==> config.mk <==
export PLATFORM = sky130hd
export DESIGN_NAME = mc_fir_decim
export DESIGN_NICKNAME = d
export VERILOG_FILES = /design/src/rtl/fir_pkg.sv /design/src/rtl/fir_coeff_bank.sv /design/src/rtl/mc_fir_decim.sv
export SDC_FILE = /design/constraint.sdc
export NUM_CORES = 2
export LEC_CHECK = 0
export CORE_AREA = 2 2 482 484
export DETAILED_ROUTE_END_ITERATION = 12
export DIE_AREA = 0 0 484 486
export GPL_TIMING_DRIVEN = 0
export MAX_ROUTING_LAYER = met4
export PLACE_DENSITY = 0.79
export SLEW_MARGIN = 20
export SYNTH_ARGS = -nofsm -noshare
export SYNTH_HDL_FRONTEND = slang
export SYNTH_SLANG_ARGS = --single-unit
==> constraint.sdc <==
create_clock -name clk -period 9.3 [get_ports clk]
set_input_delay 0.93 -clock clk [delete_from_list [all_inputs] [get_ports clk]]
set_output_delay 0.93 -clock clk [all_outputs]
set_load 0.01 [all_outputs]
==> src/rtl/fir_pkg.sv <==
// Shared constants and helpers for the multi-channel decimating FIR.
package fir_pkg;

    localparam logic [2:0] ST_CLEAR = 3'd0;
    localparam logic [2:0] ST_IDLE  = 3'd1;
    localparam logic [2:0] ST_MAC   = 3'd2;
    localparam logic [2:0] ST_ROUND = 3'd3;
    localparam logic [2:0] ST_OUT   = 3'd4;

    typedef struct packed {
        logic        sat;
        logic [63:0] value;
    } round_t;

    function automatic int clog2(input int value);
        int r;
        r = 0;
        while ((1 << r) < value) r++;
        return r;
    endfunction

    function automatic int ch_width(input int num_ch);
        return (num_ch > 1) ? clog2(num_ch) : 1;
    endfunction

    function automatic int acc_width(input int dw, input int cw, input int taps);
        return dw + cw + clog2(taps);
    endfunction

    // Round half-up, arithmetic shift, then clip to a signed ow-bit range.
    function automatic round_t round_sat(input logic signed [63:0] acc, input int shift,
                                         input int ow);
        round_t res;
        logic signed [63:0] v;
        logic signed [63:0] hi;
        logic signed [63:0] lo;
        v = acc;
        if (shift > 0) v = v + (64'sd1 <<< (shift - 1));
        v  = v >>> shift;
        hi = (64'sd1 <<< (ow - 1)) - 64'sd1;
        lo = -(64'sd1 <<< (ow - 1));
        res.sat   = 1'b0;
        res.value = v;
        if (v > hi) begin
            res.value = hi;
            res.sat   = 1'b1;
        end else if (v < lo) begin
            res.value = lo;
            res.sat   = 1'b1;
        end
        return res;
    endfunction

endpackage

==> src/rtl/fir_coeff_bank.sv <==
// Double-buffered coefficient store: writes go to the shadow bank, a swap
// request is held pending until the filter is idle.
module fir_coeff_bank
    import fir_pkg::*;
#(
    parameter int NUM_TAPS    = 32,
    parameter int COEFF_WIDTH = 18,
    localparam int PTR_W      = (clog2(NUM_TAPS) > 0) ? clog2(NUM_TAPS) : 1
) (
    input  logic                          clk,
    input  logic                          rst,
    input  logic signed [COEFF_WIDTH-1:0] wr_data,
    input  logic [7:0]                    wr_addr,
    input  logic                          wr_en,
    input  logic                          ld,
    input  logic                          idle,
    input  logic [PTR_W-1:0]              rd_tap,
    output logic signed [COEFF_WIDTH-1:0] rd_coef,
    output logic                          pending
);

    logic signed [COEFF_WIDTH-1:0] bank [2][NUM_TAPS];
    logic                          active;
    logic                          swap;

    assign swap    = idle && pending;
    assign rd_coef = bank[active][rd_tap];

    // NOTE: these banks are registers, not RAM, so resetting every entry is
    // cheap and guarantees a zero filter until software loads one.
    always_ff @(posedge clk) begin
        if (rst) begin
            active  <= 1'b0;
            pending <= 1'b0;
            for (int b = 0; b < 2; b++)
                for (int k = 0; k < NUM_TAPS; k++)
                    bank[b][k] <= '0;
        end else begin
            // NOTE: non-blocking reads of 'active' mean a write on the swap
            // edge still lands in the bank that is about to become active.
            if (wr_en && (int'(wr_addr) < NUM_TAPS))
                bank[~active][wr_addr[PTR_W-1:0]] <= wr_data;
            if (swap) begin
                active  <= ~active;
                pending <= 1'b0;
            end else if (ld) begin
                pending <= 1'b1;
            end
        end
    end

endmodule

==> src/rtl/mc_fir_decim.sv <==
// Time-multiplexed multi-channel FIR with decimation: one serial MAC shared
// by all channels, per-channel circular history, round and saturate.
module mc_fir_decim
    import fir_pkg::*;
#(
    parameter int DATA_WIDTH   = 16,
    parameter int COEFF_WIDTH  = 18,
    parameter int OUTPUT_WIDTH = 18,
    parameter int NUM_TAPS     = 32,
    parameter int NUM_CH       = 4,
    parameter int DECIM        = 1,
    parameter int OUT_SHIFT    = 17,
    localparam int CH_W        = ch_width(NUM_CH)
) (
    input  logic                           clk,
    input  logic                           rst,
    input  logic signed [DATA_WIDTH-1:0]   in_data,
    input  logic [CH_W-1:0]                in_ch,
    input  logic                           in_valid,
    output logic                           in_ready,
    output logic signed [OUTPUT_WIDTH-1:0] out_data,
    output logic [CH_W-1:0]                out_ch,
    output logic                           out_valid,
    input  logic                           out_ready,
    input  logic signed [COEFF_WIDTH-1:0]  coeff_data,
    input  logic [7:0]                     coeff_addr,
    input  logic                           coeff_wr,
    input  logic                           coeff_ld,
    output logic                           coeff_pending,
    output logic [15:0]                    sat_count
);

    localparam int PTR_W  = (clog2(NUM_TAPS) > 0) ? clog2(NUM_TAPS) : 1;
    localparam int CNT_W  = PTR_W + 1;
    localparam int PH_W   = (clog2(DECIM) > 0) ? clog2(DECIM) : 1;
    localparam int DEPTH  = NUM_CH * NUM_TAPS;
    localparam int ADDR_W = clog2(DEPTH);
    localparam int ACC_W  = acc_width(DATA_WIDTH, COEFF_WIDTH, NUM_TAPS);
    localparam int PROD_W = DATA_WIDTH + COEFF_WIDTH;

    logic [2:0]                    state;
    logic [ADDR_W-1:0]             clr_cnt;
    logic [PTR_W-1:0]              wptr  [NUM_CH];
    logic [PH_W-1:0]               phase [NUM_CH];
    logic [CH_W-1:0]               cur_ch;
    logic [PTR_W-1:0]              cur_ptr;
    logic [CNT_W-1:0]              tap;
    logic [PTR_W-1:0]              rd_tap;
    logic                          rd_vld;
    logic signed [DATA_WIDTH-1:0]  rd_data;
    logic signed [COEFF_WIDTH-1:0] coef;
    logic signed [PROD_W-1:0]      prod;
    logic signed [ACC_W-1:0]       acc;
    round_t                        rs;
    logic                          ch_ok;
    logic                          wr_en;
    logic [ADDR_W-1:0]             wr_addr;
    logic signed [DATA_WIDTH-1:0]  wr_data;
    logic [ADDR_W-1:0]             rd_addr;

    logic signed [DATA_WIDTH-1:0]  ring [DEPTH];

    assign in_ready = (state == ST_IDLE);
    assign ch_ok    = int'(in_ch) < NUM_CH;
    assign prod     = PROD_W'(rd_data) * PROD_W'(coef);
    assign rs       = round_sat(64'(acc), OUT_SHIFT, OUTPUT_WIDTH);

    fir_coeff_bank #(
        .NUM_TAPS    (NUM_TAPS),
        .COEFF_WIDTH (COEFF_WIDTH)
    ) u_coeff (
        .clk     (clk),
        .rst     (rst),
        .wr_data (coeff_data),
        .wr_addr (coeff_addr),
        .wr_en   (coeff_wr),
        .ld      (coeff_ld),
        .idle    (in_ready),
        .rd_tap  (rd_tap),
        .rd_coef (coef),
        .pending (coeff_pending)
    );

    // Single write port shared by the clear sweep and sample acceptance.
    always_comb begin
        wr_en   = 1'b0;
        wr_addr = '0;
        wr_data = '0;
        if (!rst) begin
            if (state == ST_CLEAR) begin
                wr_en   = 1'b1;
                wr_addr = clr_cnt;
            end else if (in_ready && in_valid && ch_ok) begin
                wr_en   = 1'b1;
                wr_addr = ADDR_W'(int'(in_ch) * NUM_TAPS + int'(wptr[in_ch]));
                wr_data = in_data;
            end
        end
    end

    // Tap k reads x[n-k], walking backwards from the newest sample.
    always_comb begin
        int idx;
        idx = int'(cur_ptr) - int'(tap);
        if (idx < 0) idx = idx + NUM_TAPS;
        rd_addr = ADDR_W'(int'(cur_ch) * NUM_TAPS + idx);
    end

    // NOTE: the history RAM has no reset so it maps to block RAM; the CLEAR
    // sweep zeroes it instead.
    always_ff @(posedge clk) begin
        if (wr_en) ring[wr_addr] <= wr_data;
        rd_data <= ring[rd_addr];
    end

    always_ff @(posedge clk) begin
        if (rst) begin
            state     <= ST_CLEAR;
            clr_cnt   <= '0;
            cur_ch    <= '0;
            cur_ptr   <= '0;
            tap       <= '0;
            rd_tap    <= '0;
            rd_vld    <= 1'b0;
            acc       <= '0;
            out_data  <= '0;
            out_ch    <= '0;
            out_valid <= 1'b0;
            sat_count <= '0;
            for (int c = 0; c < NUM_CH; c++) begin
                wptr[c]  <= '0;
                phase[c] <= '0;
            end
        end else begin
            case (state)
                ST_CLEAR: begin
                    clr_cnt <= clr_cnt + 1'b1;
                    if (int'(clr_cnt) == DEPTH - 1) state <= ST_IDLE;
                end
                ST_IDLE: begin
                    if (in_valid && ch_ok) begin
                        wptr[in_ch]  <= (int'(wptr[in_ch]) == NUM_TAPS - 1) ? '0 : wptr[in_ch] + 1'b1;
                        phase[in_ch] <= (int'(phase[in_ch]) == DECIM - 1) ? '0 : phase[in_ch] + 1'b1;
                        if (phase[in_ch] == '0) begin
                            state   <= ST_MAC;
                            cur_ch  <= in_ch;
                            cur_ptr <= wptr[in_ch];
                            tap     <= '0;
                            rd_vld  <= 1'b0;
                            acc     <= '0;
                        end
                    end
                end
                ST_MAC: begin
                    if (int'(tap) < NUM_TAPS) begin
                        rd_tap <= tap[PTR_W-1:0];
                        tap    <= tap + 1'b1;
                        rd_vld <= 1'b1;
                    end else begin
                        rd_vld <= 1'b0;
                    end
                    if (rd_vld) begin
                        acc <= acc + ACC_W'(prod);
                        if (int'(rd_tap) == NUM_TAPS - 1) state <= ST_ROUND;
                    end
                end
                ST_ROUND: begin
                    out_data  <= rs.value[OUTPUT_WIDTH-1:0];
                    out_ch    <= cur_ch;
                    out_valid <= 1'b1;
                    if (rs.sat && (sat_count != 16'hFFFF)) sat_count <= sat_count + 16'd1;
                    state <= ST_OUT;
                end
                ST_OUT: begin
                    if (out_ready) begin
                        out_valid <= 1'b0;
                        state     <= ST_IDLE;
                    end
                end
                default: state <= ST_CLEAR;
            endcase
        end
    end

endmodule
==> run metrics <==
CP startpoint kind flip-flop; Synth top area share 67.0%; CP max-delay cell mux4_2; Setup CP Type flip-flop to flip-flop; maximum VDD drop 0.000271 V; first-pass GRT wire length 631 mm; crit-path max FO 10; Primary FF master, synth edfxtp_1; max-cap check violation count 0; HP Class flip-flop to flip-flop; syn avg cell area 18.9 µm²; cell with the most instances after synthesis edfxtp_1; Top-Level Pins 89; Synth Register Bits 3344; Post-synth top cells 3220 x edfxtp_1, 1048 x mux4_2, 828 x nor2_1; Area Growth Syn to Fin 13.4%; syn_nets 8171; I/O Buffers 84; critical path data arrival time 9.92 ns; critical path's most frequent cell fa_1; number of nets with antenna violations after routing 0; combinational share of power 13.0%; static leakage 60.0 nW; worst skew pair latency 1.02 ns; die width 484 µm; Fin Setup TNS 0 ns; DR vias/cell 7.18; DIE AREA 0.235 mm²; Starting Density 62.9%; overall power 34.3 mW; CTS tree yes; main area contributors after synthesis edfxtp_1 67%, mux4_2 16%, fa_1 4.8%; GR Overflow Total 0; HPWL Detailed 296 mm; post-synthesis cell count 7646; Int Pwr 25.8 mW; layout net count 8786; Seq/Total Area, Yosys 68.7%; fin. max-slew vios 0; via count 83000; Pwr Density 210 mW/mm²; GRT Total Usage 40.1%; Num CTS Buffers 340; routed len/inst 39.1 µm; deepest clock path buffer count 4; cts hold-fix bufs 0; distinct cell type count after synthesis 80; ys async rst share 0%; drc violations 0; worst slew pin tran 1.31 ns; Clock Skew 0.131 ns; Slew headroom 12.6%; root buffer cell clkbuf_16; clock share of power 38.5%; fraction of layout cells with a size suffix above 1 24.7%; die height 486 µm; Core ar. 0.229 mm²; Tmin final 9.14 ns; largest area contributor in the netlist edfxtp_1; WL final 452 mm; Final Hold Vio Count 0; routability cong. 0.997; vias in the first global route 82600; Clock Sinks 3344; H-tree Lvls 5; Pre-antenna DRT Iters 6; Iter 0 DRT Violations 14500; Seq pwr share 48.5%; Net Sw Frac 24.9%; status complete, no violations; Final setup viols 0; num rows 176; Tcrit/Tclk final 98.2%; P_sw 8.55 mW; Post-synth EDFFs 3220; Cell Area, Synth 0.144 mm²; largest net degree at the start of global routing 77; Crit. End Element flip-flop; FMAX 0.109 GHz; yosys warns 0; initial antenna violation count 54; Worst-path clk slew 0.07 ns; Max stage delay on crit path 0.66 ns; WP data required 10.08 ns
==> cell type report <==
| class | instances | area (µm²) |
|---|---|---|
| diodes | 41 | 103 |
| repair buffers | 273 | 4000 |
| fillers | 13200 | 65700 |
| multi-input cells | 3447 | 42600 |
| plain buffers | 440 | 2150 |
| clock buffers | 413 | 8920 |
| well taps | 3026 | 3790 |
| clock inverters | 165 | 1400 |
| inverters | 415 | 1560 |
| flip-flops and latches | 3344 | 99200 |
==> cells by family (layout without fill, tap and decap cells) <==
group           after synthesis  in the layout  synth area share, %
xor+xnor                     84             84                0.510
other cells                   0             41                    0
mux                        1091           1091                 16.7
compound gates              248            248                 1.11
buf+inv                     855           1706                 2.37
flops                      3344           3344                 68.7
fa+ha+maj                   475            475                 5.93
simple gates               1549           1549                 4.72
==> through the flow <==
stage | utilization (%) | setup slack, ns | std cells | hold WS (ns) | instance area, µm²
after floorplan | - | 1.32 | 7646 | 0.436 | 144000
after global placement | 64.9 | -1.23 | 10800 | 0.459 | 149000
after detailed placement | 66.6 | -1.11 | 10900 | 0.482 | 153000
after CTS | 71.2 | 0.00664 | 11500 | 0.489 | 163000
after global routing | 71.4 | -0.0773 | 11600 | 0.506 | 164000
final | 71.4 | 0.165 | 11600 | 0.492 | 164000
==> worst max-delay path: cells and delay by family, from the launching register on <==
family	cells	cell delay, ns
muxes	4	1.99
DFF	1	0.43
adders and majority gates	7	3.41
AOI/OAI and AO/OA	8	1.57
buffers and inverters	9	1.31
and+or+nand+nor	1	0.19
==> layer usage <==
| metal | global-route usage, % | wire length (µm) |
|---|---|---|
| met5 | - | 0 |
| met4 | 19.0 | 25800 |
| met3 | 13.6 | 69500 |
| met2 | 57.9 | 206000 |
| met1 | 51.8 | 151000 |
==> cell usage in the layout (no fill, tap or decap), types with 33 or more instances in the layout <==
cell / count
edfxtp_1: 3220
mux4_2: 1048
nor2_1: 699
inv_1: 396
fa_1: 347
clkbuf_16: 344
nand2_1: 333
clkbuf_1: 315
and2_1: 180
nor2_2: 129
ha_1: 126
dfxtp_1: 122
clkdlybuf4s50_1: 84
buf_8: 71
buf_6: 66
clkinv_1: 64
clkbuf_2: 61
clkinv_2: 58
a21oi_1: 54
and3_1: 48
buf_16: 43
xnor2_1: 42
diode_2: 41
xor2_1: 41
buf_1: 40
buf_2: 33
==> what timing repair did <==
item / CTS / global route
setup buffers: 1 / 10
setup endpoints to repair: 25 / 19
pin swaps: 1 / 5
gates resized for setup: 73 / 62
==> power groups by stage <==
stage               combinational, mW  clock, mW  sequential (mW)
finish                           4.45       13.2             16.7
global route                     5.01       13.7             16.7
CTS                              4.33       13.2             16.6
detailed placement               4.28          0             17.0
global placement                 4.18          0             16.9
floorplan                        3.13          0             16.9
==> worst paths after layout <==
check        startpoint       to  slack [ns]  cells past startpoint
max reg2reg   flip-flop  acc[31]        0.16                     29
min reg2reg     acc[12]  acc[12]        0.49                      2
max           flip-flop  acc[31]        0.16                     29
min             acc[12]  acc[12]        0.49                      2
==> flip-flops by register name (all words and copies together) (netlist names), 2 cells and up, named ones only <==
register	flops
ring	2048
u_coeff.bank	1152
acc	39
wptr	20
out_data	18
rd_data	16
sat_count	16
clr_cnt	7
tap	6
cur_ptr	5
rd_tap	5
state	3
cur_ch	2
out_ch	2
No activity file was read; power rests on OpenSTA's default activity.
